`src/rtl/mac_result_reader.sv`:
```
// Circular result buffer with frame tagging: push-to-valid latency 1 cycle.
// Backpressure: ready_i low holds the head word, hold_o warns at D-1, and results arriving while full with no pop are dropped and flagged sticky.
module mac_result_reader #(
    parameter int DATA_WIDTH = 32,
    parameter int ADDR_LINES = 2,
    parameter int FRAME_LEN  = 8
) (
    input  logic                  clk_i,
    input  logic                  rstn_i,
    input  logic [DATA_WIDTH-1:0] result_i,
    input  logic                  result_vld_i,
    input  logic                  flush_i,
    input  logic                  clr_ovf_i,
    input  logic                  ready_i,
    output logic [DATA_WIDTH-1:0] data_o,
    output logic                  last_o,
    output logic                  valid_o,
    output logic                  hold_o,
    output logic [ADDR_LINES:0]   count_o,
    output logic                  overflow_o
);

    localparam int D  = 1 << ADDR_LINES;
    localparam int CW = ADDR_LINES + 1;
    localparam int FW = (FRAME_LEN > 1) ? $clog2(FRAME_LEN) : 1;

    localparam logic [CW-1:0] DEPTH      = CW'(D);
    localparam logic [CW-1:0] HOLD_LEVEL = CW'(D - 1);
    localparam logic [FW-1:0] FRAME_LAST = FW'(FRAME_LEN - 1);

    logic [DATA_WIDTH:0]   mem_q [D];
    logic [ADDR_LINES-1:0] rd_ptr_q, rd_ptr_d;
    logic [ADDR_LINES-1:0] wr_ptr_q, wr_ptr_d;
    logic [CW-1:0]         count_q, count_d;
    logic [FW-1:0]         frame_q, frame_d;
    logic                  ovf_q, ovf_d;

    logic pop;
    logic push;
    logic drop;
    logic wr_en;

    always_comb begin
        pop   = (count_q != '0) && ready_i;
        push  = result_vld_i && ((count_q < DEPTH) || pop);
        drop  = result_vld_i && (count_q == DEPTH) && !pop;
        wr_en = push && !flush_i;

        rd_ptr_d = rd_ptr_q;
        wr_ptr_d = wr_ptr_q;
        count_d  = count_q;
        frame_d  = frame_q;

        if (flush_i) begin
            rd_ptr_d = '0;
            wr_ptr_d = '0;
            count_d  = '0;
            frame_d  = '0;
        end else begin
            if (push) begin
                wr_ptr_d = wr_ptr_q + 1'b1;
                frame_d  = (frame_q == FRAME_LAST) ? '0 : frame_q + 1'b1;
            end
            if (pop) begin
                rd_ptr_d = rd_ptr_q + 1'b1;
            end
            case ({push, pop})
                2'b10:   count_d = count_q + 1'b1;
                2'b01:   count_d = count_q - 1'b1;
                default: count_d = count_q;
            endcase
        end

        // A coincident drop outranks the clear so no loss goes unreported.
        if (drop) begin
            ovf_d = 1'b1;
        end else if (clr_ovf_i) begin
            ovf_d = 1'b0;
        end else begin
            ovf_d = ovf_q;
        end
    end

    always_ff @(posedge clk_i or negedge rstn_i) begin
        if (!rstn_i) begin
            rd_ptr_q <= '0;
            wr_ptr_q <= '0;
            count_q  <= '0;
            frame_q  <= '0;
            ovf_q    <= 1'b0;
        end else begin
            rd_ptr_q <= rd_ptr_d;
            wr_ptr_q <= wr_ptr_d;
            count_q  <= count_d;
            frame_q  <= frame_d;
            ovf_q    <= ovf_d;
        end
    end

    always_ff @(posedge clk_i) begin
        if (wr_en) begin
            mem_q[wr_ptr_q] <= {(frame_q == FRAME_LAST), result_i};
        end
    end

    // Storage is unreset, so last is gated to keep it clean while empty.
    assign valid_o    = (count_q != '0);
    assign data_o     = mem_q[rd_ptr_q][DATA_WIDTH-1:0];
    assign last_o     = valid_o && mem_q[rd_ptr_q][DATA_WIDTH];
    assign hold_o     = (count_q >= HOLD_LEVEL);
    assign count_o    = count_q;
    assign overflow_o = ovf_q;

endmodule

```
`config.mk`:
```
export PLATFORM = sky130hd
export DESIGN_NAME = mac_result_reader
export DESIGN_NICKNAME = d
export VERILOG_FILES = /design/src/rtl/mac_result_reader.sv
export SDC_FILE = /design/constraint.sdc
export NUM_CORES = 1
export LEC_CHECK = 0
export CORE_MARGIN = 5
export CORE_UTILIZATION = 49
export CTS_CLUSTER_SIZE = 24
export DETAILED_ROUTE_END_ITERATION = 7
export PLACE_DENSITY = 0.76
export REMOVE_ABC_BUFFERS = 1
export SETUP_SLACK_MARGIN = 0.15
export SYNTH_ARGS = -nofsm -noshare
export SYNTH_HDL_FRONTEND = slang
export SYNTH_SLANG_ARGS = --single-unit
```
`constraint.sdc`:
```
create_clock -name clk_i -period 3.8 [get_ports clk_i]
set_clock_uncertainty 0.15 [all_clocks]
set_input_delay 1.14 -clock clk_i [delete_from_list [all_inputs] [get_ports clk_i]]
set_output_delay 1.14 -clock clk_i [all_outputs]
set_load 0.02 [all_outputs]
```
==> run_results.csv <==
group,metric,value,unit
run_status,status,"completed",
critical_path,arrival,2170,ps
logic_synthesis,synth_area_per_cell,21.6,sq um
critical_path,crit_end,"data_o[0]",
final_layout,drive_gt1_share,23.5,%
sta,relSlewSlack,65.0,%
critical_path,cp_max_fo,17,
critical_path,end_kind,"primary output",
final_layout,num_antenna_cells,0,
final_layout,nNetsFinal,398,
final_layout,finalInstanceArea,0.00715,sq mm
critical_path,worstPathRequired,2510,ps
sta,worst_pin_slew,523,ps
logic_synthesis,synthTopCellsByCount,"edfxtp_1, mux4_2, dfrtp_1",
critical_path,start_kind,"register",
power_and_ir_drop,p_leak,2.39,nW
sta,post-route-period-util,91.0,%
sta,finalSetupViolations,0,
clock_network,clock_path_buffers,2,
place,dp.final_hpwl,6370,um
route,antenna_left,0,
job,cap_viol_max_count,0,
final_layout,fill_cells,765,
route,vias_per_cell,5.38,
critical_path,r2r-start,"count_o[2]$_DFFE_PN0P_",
final_layout,multiInputGateArea,0.00119,sq mm
clock_network,clkSinkCount,143,
die,start_util,50.5,%
final_layout,seqCellArea,0.00424,sq mm
die,chipWidth,116,um
route,num_vias,2720,
grt,overflow,0,
power_and_ir_drop,vdd_ir_drop_max,294,uV
logic_synthesis,synth.area.top_cells,"edfxtp_1, mux4_2, dfrtp_1, ha_1, a21oi_1",
place,portBuffers,76,
critical_path,rrSetupSlack,1310,ps
grt,grt_pass1_wl,15500,um
clock_network,clockRootBuffer,"clkbuf_16",
route,dr.pass1.iters,4,
sta,slew_violations,0,
clock_network,cts_tree,"done",
route,totalWireLength,9980,um
die,die_area,0.0135,sq mm
die,core_area,0.0109,sq mm
grt,grt_max_degree,22,
critical_path,rr_worst_depth,5,
clock_network,cts_made_buffers,17,
clock_network,htreeDepth,4,
logic_synthesis,netlist_area,0.00552,sq mm
grt,grt.total_usage,15.9,%
clock_network,clk-insertion-delay-late,400,ps
worst_hold_path,hp-class,"reg2reg",
power_and_ir_drop,powerDensity,572,mW/mm^2
die,num_io_pins,77,
final_layout,area_growth,29.5,%
logic_synthesis,async_flop_share,7.69,%
place,postPlaceCellArea,0.00650,sq mm
logic_synthesis,synth.most_common_cell,"edfxtp_1",
die,chipHeight,116,um
sta,fmax,289,MHz
logic_synthesis,ys.flop_type,"edfxtp_1",
critical_path,crit_start,"rd_ptr_q[0]$_DFFE_PN0P_",
route,drc,0,
place,gp_congestion,0.756,
route,drtIter0Drc,83,
sta,hold_violations,0,
final_layout,postLayoutCoreUtil,65.4,%
logic_synthesis,ys.warnings.count,0,
critical_path,path_class,"reg2out",
route,avgRoutedWirePerCell,19.7,um
logic_synthesis,synth_top_area_share,71.8,%
logic_synthesis,synth_enable_flop_cells,132,
logic_synthesis,syn_inst,256,
grt,antenna_found_initial,0,
logic_synthesis,synth.yosys.seq_area_share,76.8,%
die,row_count,38,
sta,rsz0062_at_grt,"no",
clock_network,clk_pin_slew,60,ps
grt,first_global_vias,2861,
critical_path,r2r_end,"count_o[2]$_DFFE_PN0P_",
logic_synthesis,synth.distinct_cells,34,
logic_synthesis,yosys.area.top_type,"edfxtp_1",
logic_synthesis,ys_seq_elements,143,
sta,period_needed,3460,ps
power_and_ir_drop,power.total,4.09,mW
[power breakdown]
part | internal [mW] | total [mW] | leakage [nW] | switching (mW)
combinational | 0.291 | 0.551 | 0.737 | 0.260
clock | 1.16 | 1.74 | 0.308 | 0.576
sequential | 1.77 | 1.80 | 1.34 | 0.0303
total | 3.22 | 4.09 | 2.39 | 0.866
[layer usage]
layer | part of all wire (%) | GRT usage [%]
met1 | 44 | 21.1
met2 | 50 | 25.4
met3 | 5.5 | 5.08
met4 | 0.28 | 5.34
met5 | 0 | 0
[logic make-up after synthesis]
group	Yosys count	synth area share [%]
buffers and inverters	18	1.97
multiplexers	33	13.5
AO/OA/AOI/OAI	26	2.81
adder cells (fa/ha/maj)	7	1.72
XOR/XNOR	2	0.317
flip-flops	143	76.8
AND/OR/NAND/NOR	27	2.97
[registers in the layout (all words and copies together), names as in the netlist]
name,cells
mem_q,132
overflow_o,1
rd_ptr_q,2
count_o,3
frame_q,3
wr_ptr_q,2
[timing repair]
action	4_1_cts	5_1_grt
hold buffers	0	0
buffers inserted	0	2
gates resized for setup	2	0
gates cloned	0	0
setup endpoints to repair	16	12
[cell usage in the layout (no fill, tap or decap), types with 4 or more instances in the layout]
cell type        instances
a21oi_1                  9
buf_4                   14
bufinv_16                5
clkbuf_16               17
clkdlybuf4s50_1         76
clkinv_2                 5
dfrtp_1                  9
edfxtp_1               132
ha_1                     6
mux4_2                  33
nand3_1                  5
nor3b_2                  4
o21ai_1                  5
[worst max-delay path, stage by stage (launching register included)]
cell	delay, ps
dfrtp_4	460
buf_12	200
mux4_2	540
clkdlybuf4s50_1	560
[worst min-delay path by stage]
stage / from / to / slack (ps) / cells after the start
2_1_floorplan: frame_q[1]$_DFFE_PN0P_ / frame_q[1]$_DFFE_PN0P_ / 370 / 2
3_3_place_gp: overflow_o$_DFFE_PN0P_ / overflow_o$_DFFE_PN0P_ / 350 / 2
4_1_cts: overflow_o$_DFFE_PN0P_ / overflow_o$_DFFE_PN0P_ / 380 / 2
3_5_place_dp: overflow_o$_DFFE_PN0P_ / overflow_o$_DFFE_PN0P_ / 360 / 2
5_1_grt: overflow_o$_DFFE_PN0P_ / overflow_o$_DFFE_PN0P_ / 410 / 2
6_report: overflow_o$_DFFE_PN0P_ / overflow_o$_DFFE_PN0P_ / 370 / 2
[final cells by class]
type / instances / area share [%]
timing repair buffer: 92 / 12.5
multi-input combinational: 95 / 16.7
inverter: 4 / 0.210
tap: 140 / 2.45
clock buffer: 20 / 6.10
sequential: 143 / 59.3
clock inverter: 12 / 2.68
[per-stage QoR]
step / hold WS, ps / std cells / setup WS, ps / setup TNS [ps]
3_5_place_dp: 363 / 472 / 356 / 0
4_1_cts: 376 / 504 / 165 / 0
3_3_place_gp: 353 / 472 / 424 / 0
5_1_grt: 414 / 506 / 253 / 0
6_report: 374 / 506 / 341 / 0
2_1_floorplan: 372 / 242 / -725 / -95710
Power figures use the tool's default switching activity.
